File: src/rtl/seq_serializer.sv
// seq_serializer
//   Parallel-to-serial front end. Accepts WIDTH-bit words over a valid/ready
//   handshake and emits them one bit per clock on seq_out. A one-word holding
//   register lets a second word wait while the first is shifting, so
//   back-to-back words stream with no idle cycle between them.
//
// Parameters:
//   WIDTH      word width in bits (>= 2)
//   MSB_FIRST  1: bit WIDTH-1 leaves first, 0: bit 0 leaves first
//   IDLE_LEVEL seq_out level whenever no data bit is being sent
//
// Ports:
//   clk        system clock, rising edge
//   rst_n      asynchronous active-low reset
//   data_in    parallel word to serialize
//   data_valid data_in holds a word
//   data_ready block can take a word this cycle (= hold register empty)
//   seq_out    serial bit
//   seq_valid  seq_out carries a real data bit
//   last_bit   current bit is the final bit of its word
//   state_out  {hold_full, seq_valid}, debug status
module seq_serializer #(
  parameter int WIDTH      = 8,
  parameter bit MSB_FIRST  = 1'b1,
  parameter bit IDLE_LEVEL = 1'b0
) (
  input  logic             clk,
  input  logic             rst_n,
  input  logic [WIDTH-1:0] data_in,
  input  logic             data_valid,
  output logic             data_ready,
  output logic             seq_out,
  output logic             seq_valid,
  output logic             last_bit,
  output logic [1:0]       state_out
);

  localparam int CW = (WIDTH > 2) ? $clog2(WIDTH) : 1;
  localparam logic [CW-1:0] LAST_CNT = CW'(WIDTH - 1);

  localparam logic [0:0] ST_IDLE  = 1'b0;
  localparam logic [0:0] ST_SHIFT = 1'b1;

  logic [0:0]       state;
  logic [WIDTH-1:0] sh;
  logic [WIDTH-1:0] sh_shifted;
  logic [WIDTH-1:0] hold;
  logic [CW-1:0]    cnt;
  logic             hold_full;
  logic             accept;
  logic             first_bit;

  assign data_ready = ~hold_full;
  assign accept     = data_valid & data_ready;

  // Shift toward the end that leaves first, back-filling with zeros.
  always_comb begin
    sh_shifted = '0;
    first_bit  = 1'b0;
    if (MSB_FIRST) begin
      sh_shifted = {sh[WIDTH-2:0], 1'b0};
      first_bit  = sh[WIDTH-1];
    end else begin
      sh_shifted = {1'b0, sh[WIDTH-1:1]};
      first_bit  = sh[0];
    end
  end

  assign seq_valid = (state == ST_SHIFT);
  assign seq_out   = seq_valid ? first_bit : IDLE_LEVEL;
  assign last_bit  = seq_valid & (cnt == LAST_CNT);
  assign state_out = {hold_full, seq_valid};

  always_ff @(posedge clk or negedge rst_n) begin
    if (!rst_n) begin
      state     <= ST_IDLE;
      sh        <= '0;
      hold      <= '0;
      cnt       <= '0;
      hold_full <= 1'b0;
    end else begin
      case (state)
        ST_IDLE: begin
          if (accept) begin
            sh    <= data_in;
            cnt   <= '0;
            state <= ST_SHIFT;
          end
        end
        ST_SHIFT: begin
          if (cnt != LAST_CNT) begin
            sh  <= sh_shifted;
            cnt <= cnt + CW'(1);
            if (accept) begin
              hold      <= data_in;
              hold_full <= 1'b1;
            end
          end else if (hold_full) begin
            // Word boundary with a word waiting: chain it in with no gap.
            // data_ready is low this cycle, so no new word can arrive.
            sh        <= hold;
            cnt       <= '0;
            hold_full <= 1'b0;
          end else if (accept) begin
            // Word arrived exactly on the last bit: load it straight in.
            sh  <= data_in;
            cnt <= '0;
          end else begin
            state <= ST_IDLE;
          end
        end
        default: state <= ST_IDLE;
      endcase
    end
  end

endmodule

File: config.mk
export PLATFORM = sky130hd
export DESIGN_NAME = seq_serializer
export DESIGN_NICKNAME = d
export VERILOG_FILES = /design/src/rtl/seq_serializer.sv
export SDC_FILE = /design/constraint.sdc
export NUM_CORES = 1
export LEC_CHECK = 0
export CAP_MARGIN = 20
export CORE_MARGIN = 4
export CORE_UTILIZATION = 56
export DETAILED_ROUTE_END_ITERATION = 8
export GPL_TIMING_DRIVEN = 0
export PLACE_DENSITY = 0.89
export SLEW_MARGIN = 10
export SYNTH_ARGS = -nofsm -noshare
export SYNTH_HDL_FRONTEND = slang
export SYNTH_SLANG_ARGS = --single-unit
File: constraint.sdc
create_clock -name clk -period 3.8 [get_ports clk]
set_clock_uncertainty 0.05 [all_clocks]
set_input_delay 0.38 -clock clk [delete_from_list [all_inputs] [get_ports clk]]
set_output_delay 0.38 -clock clk [all_outputs]
set_load 0.01 [all_outputs]
* Word-level counts from Yosys, hierarchy flattened *
Cells that the tools add are included.

word-level totals
  output and inout bits = 6
  register bits after elaboration = 21
  input bits = 11

operators by class
  muxes and demuxes = 15
  $add $sub $neg = 1
  eq/ne operators = 3
  bitwise gates (word level) = 4
  reductions and logical operators = 2

operators with widths
  cell                                                            count
  8-bit two-way mux                                               3
  8-bit case mux with 2 select lines                              1
  3-bit two-way mux                                               3
  1-bit two-way mux                                               6
  3-bit case mux with 2 select lines                              1
  3-bit by 1-bit adder with 3-bit output (second input constant)  1
  3-bit == test (second input constant)                           1
  3-bit inequality test (second input constant)                   1
  3-bit AND reduction                                             1
  1-bit bitwise AND                                               2
  2-bit inequality test (second input constant)                   1
  1-bit NOT                                                       2
  1-bit case mux with 2 select lines                              1
  2-bit AND reduction                                             1

* Longest topological paths before layout *
  depth after elaboration = 6
  mapped depth = 6
  mapped depth without buffers = 5

* Least setup slack after synthesis *
OpenSTA, ideal clock, no wires.

  path kind = register to register
  from = reg cnt[0]
  to = reg hold[0]
  buffers on the path = 0
  stages on the path, launching flop included = 6
  arrival time = 1534 ps
  period minus slack after synthesis = 1709 ps
  library setup time = 125 ps
  slack = 2091 ps
  path through = dfrtp_1 -> ha_1 -> ha_1 -> nand2b_2 -> nor2_8 -> mux2_2

on the way
  cells in the longest elaborated chain, start to end = 2

RTL lines
  element                               RTL line  source
  start: declaration                    48        logic [CW-1:0] cnt;
  start signal: assignment              93        cnt <= cnt + CW'(1);
  3-bit inequality test                 91        if (cnt != LAST_CNT) begin
  3-bit AND reduction (no source line)  -
  end signal: assignment                95        hold <= data_in;
  end: declaration                      47        logic [WIDTH-1:0] hold;

No other way between the ends.
A chain may end at the register's enable or synchronous reset.

* Final worst setup path *
  from = reg cnt[0]
  to = out last_bit

on the way
  cells in the longest elaborated chain, start to end = 2

RTL lines
  element            RTL line  source
  3-bit == test      71        assign last_bit = seq_valid & (cnt == LAST_CNT);
  1-bit bitwise AND  71
  end: declaration   34        output logic last_bit,

No other way between the ends.

==> impl_metrics.csv <==
group,metric,value,unit
status,outcome,"completed",
critical_path,timing.rr.start,"cnt[0]",
floorplan,die_y,53.3,um
final_layout,final_nets,131,
routing,viasPerCell,6.09,
placed_design,io_buffer_count,16,
critical_path,crit_arrival,1830,ps
sta,slew_viol_final,0,
final_layout,utilization,69.8,%
logic_synthesis,ys_types,26,
cts,cts.sinks,21,
sta,hold_violations,0,
logic_synthesis,synthCells,96,
logic_synthesis,yosysTopAreaCell,"dfrtp_1",
grt,grt_pass1_wl,3860,um
power_and_ir_drop,p_leak,0.611,nW
hold_path,hp-class,"reg2reg",
grt,grt_max_degree,22,
floorplan,rows,16,
final_layout,drive_gt1_share,19.0,%
critical_path,critPathCaptureType,"primary output",
floorplan,die_area,2840,um^2
logic_synthesis,synth-seq-cells,21,
sta,fmax,0.442,GHz
floorplan,start_util,58.6,%
grt,antenna_found_initial,0,
final_layout,areaGrowthSynthToFinish,19.2,%
logic_synthesis,synth_nets,110,
sta,setup_viol,0,
sta,finalSetupTns,0,ps
logic_synthesis,synth-edff-count,0,
critical_path,r2r_end,"hold[5]",
logic_synthesis,synth.top_cells.by_count,"dfrtp_1, mux2i_1, mux2_2",
logic_synthesis,synth_flop_cell,"dfrtp_1",
cts,holdBufCountCts,0,
logic_synthesis,synthArstFlopShare,100,%
sta,fin_crit_sh,59.6,%
logic_synthesis,syn_area_per_cell,12.0,um^2
cts,h-tree-depth,1,
placed_design,dpl.hpwl,1810,um
power_and_ir_drop,powerDensity,826,nW/um^2
routing,drc,0,
logic_synthesis,synthTopCellsByArea,"dfrtp_1, mux2i_1, mux2_2, a221oi_1, buf_4",
routing,drtPass1Iterations,4,
logic_synthesis,synthMostInstantiatedCell,"dfrtp_1",
run,max_cap_viol_count,0,
power_and_ir_drop,peakVddDrop,0.498,mV
routing,wl,2400,um
sta,period_needed,2260,ps
cts,clkSlewWorstSetupHoldPaths,110,ps
grt,grt_overflow,0,
floorplan,core-area,1960,um^2
routing,drtAntennaViolNets,0,
critical_path,regToRegSetupSlack,1940,ps
cts,clk_latency,300,ps
grt,grt_pass1_vias,860,
placed_design,place_congestion,0.769,
sta,rsz0062_at_grt,"false",
critical_path,crit_type,"reg2out",
routing,dr_total_vias,871,
grt,grt_usage,19.2,%
critical_path,reg2regPathDepth,5,
logic_synthesis,syn-cell-area,1150,um^2
cts,cts_root_buf,"clkbuf_4",
cts,cts_resized,0,
final_layout,num-fill-cells,157,
floorplan,chipWidth,53.3,um
critical_path,worstSetupStartpoint,"cnt[0]",
logic_synthesis,synth_top_area_share,45.7,%
final_layout,insertedDiodeCount,0,
logic_synthesis,yosysWarnings,0,
sta,slew_headroom,39.0,%
cts,post-cts-setup-buffers,0,
floorplan,pin_count,17,
critical_path,start_kind,"flop",
power_and_ir_drop,total_power,0.00113,W
routing,drtIter0Drc,22,
routing,avgRoutedWirePerCell,16.8,um
critical_path,cp.required,3370,ps
cts,tritoncts,"yes",
cts,cts_buffers,3,
critical_path,path_max_fanout,6,
sta,hold_ws,452,ps
logic_synthesis,synth_seq_area_share,45.7,%
critical_path,endpoint,"last_bit",
cts,ctsLongestPathBuffers,2,
sta,tightest_slew,912,ps
==> critical path: stages (launching register included) <==
cell and delay (ps):
dfrtp_1 420, ha_1 230, ha_1 250, and2_1 160
clkdlybuf4s50_1 480
==> routing by layer <==
metal  track usage, %  up-vias  wire, um
met2             31.4       32      1240
li1                 -      399         -
met3             3.66        7       145
met1             23.1      433       958
met4             11.1        0        53
met5                0        -         0
==> metrics by stage <==
stage	setup slack [ps]	instances	cell area, um^2
6_report	1540	143	1370
3_5_place_dp	1880	139	1340
5_1_grt	1470	143	1370
3_3_place_gp	1910	139	1340
4_1_cts	1530	143	1370
2_1_floorplan	2090	96	1150
==> power by group <==
group / internal, W / total [W] / leakage, nW / switching (W)
sequential: 0.000341 / 0.000418 / 0.246 / 0.0000766
combinational: 0.000328 / 0.000605 / 0.350 / 0.000278
clock: 0.0000409 / 0.000108 / 0.0150 / 0.0000669
total: 0.000710 / 0.00113 / 0.611 / 0.000421
==> layout make-up <==
| type | instances | area (um^2) | share of cell area, % |
|---|---|---|---|
| Tap cell | 27 | 33.8 | 2.47 |
| Buffer | 8 | 67.6 | 4.93 |
| Inverter | 2 | 7.51 | 0.548 |
| Clock buffer | 4 | 26.3 | 1.92 |
| Timing Repair Buffer | 16 | 160 | 11.7 |
| Sequential cell | 21 | 526 | 38.4 |
| Multi-Input combinational cell | 65 | 549 | 40.1 |
==> cell usage in the layout (no fill, tap or decap), drive strengths merged <==
cell type | Yosys | layout
a32oi | 1 | 1
nor2 | 4 | 4
ha | 3 | 3
nand3 | 1 | 1
o22ai | 6 | 6
nand2b | 3 | 3
nor2b | 2 | 2
mux2i | 15 | 15
inv | 1 | 1
clkdlybuf4s50 | 0 | 16
a21oi | 1 | 1
nand2 | 4 | 4
o21ai | 3 | 3
buf | 8 | 8
a22o | 3 | 3
nand3b | 1 | 1
o21a | 1 | 1
dfrtp | 21 | 21
and2 | 2 | 2
clkbuf | 0 | 4
a221oi | 6 | 6
mux2 | 8 | 8
and3 | 1 | 1
clkinv | 1 | 1
==> logic make-up (layout without fill, tap and decap cells) <==
kind of cell             count (synthesis)  count (layout)  synth area share (%)
multiplexers                            23              23                  20.9
AO/OA/AOI/OAI                           21              21                  13.3
flip-flops                              21              21                  45.7
AND/OR/NAND/NOR                         18              18                  10.3
buffers and inverters                   10              30                  6.53
adder cells (fa/ha/maj)                  3               3                  3.26
==> how the worst min path moves through the flow <==
stage,from,to,slack [ps],depth (start not counted)
after floorplan,rst_n,cnt[0],30,0
after global placement,cnt[0],cnt[0],430,1
after detailed placement,cnt[0],cnt[0],440,1
after CTS,cnt[0],cnt[0],450,1
after global routing,cnt[0],cnt[0],480,1
final,cnt[0],cnt[0],450,1
==> flip-flops by register name (all words and copies together) (netlist names) <==
signal,flops
hold,8
sh,8
cnt,3
hold_full,1
seq_valid,1
(Power assumes the default switching activity.)
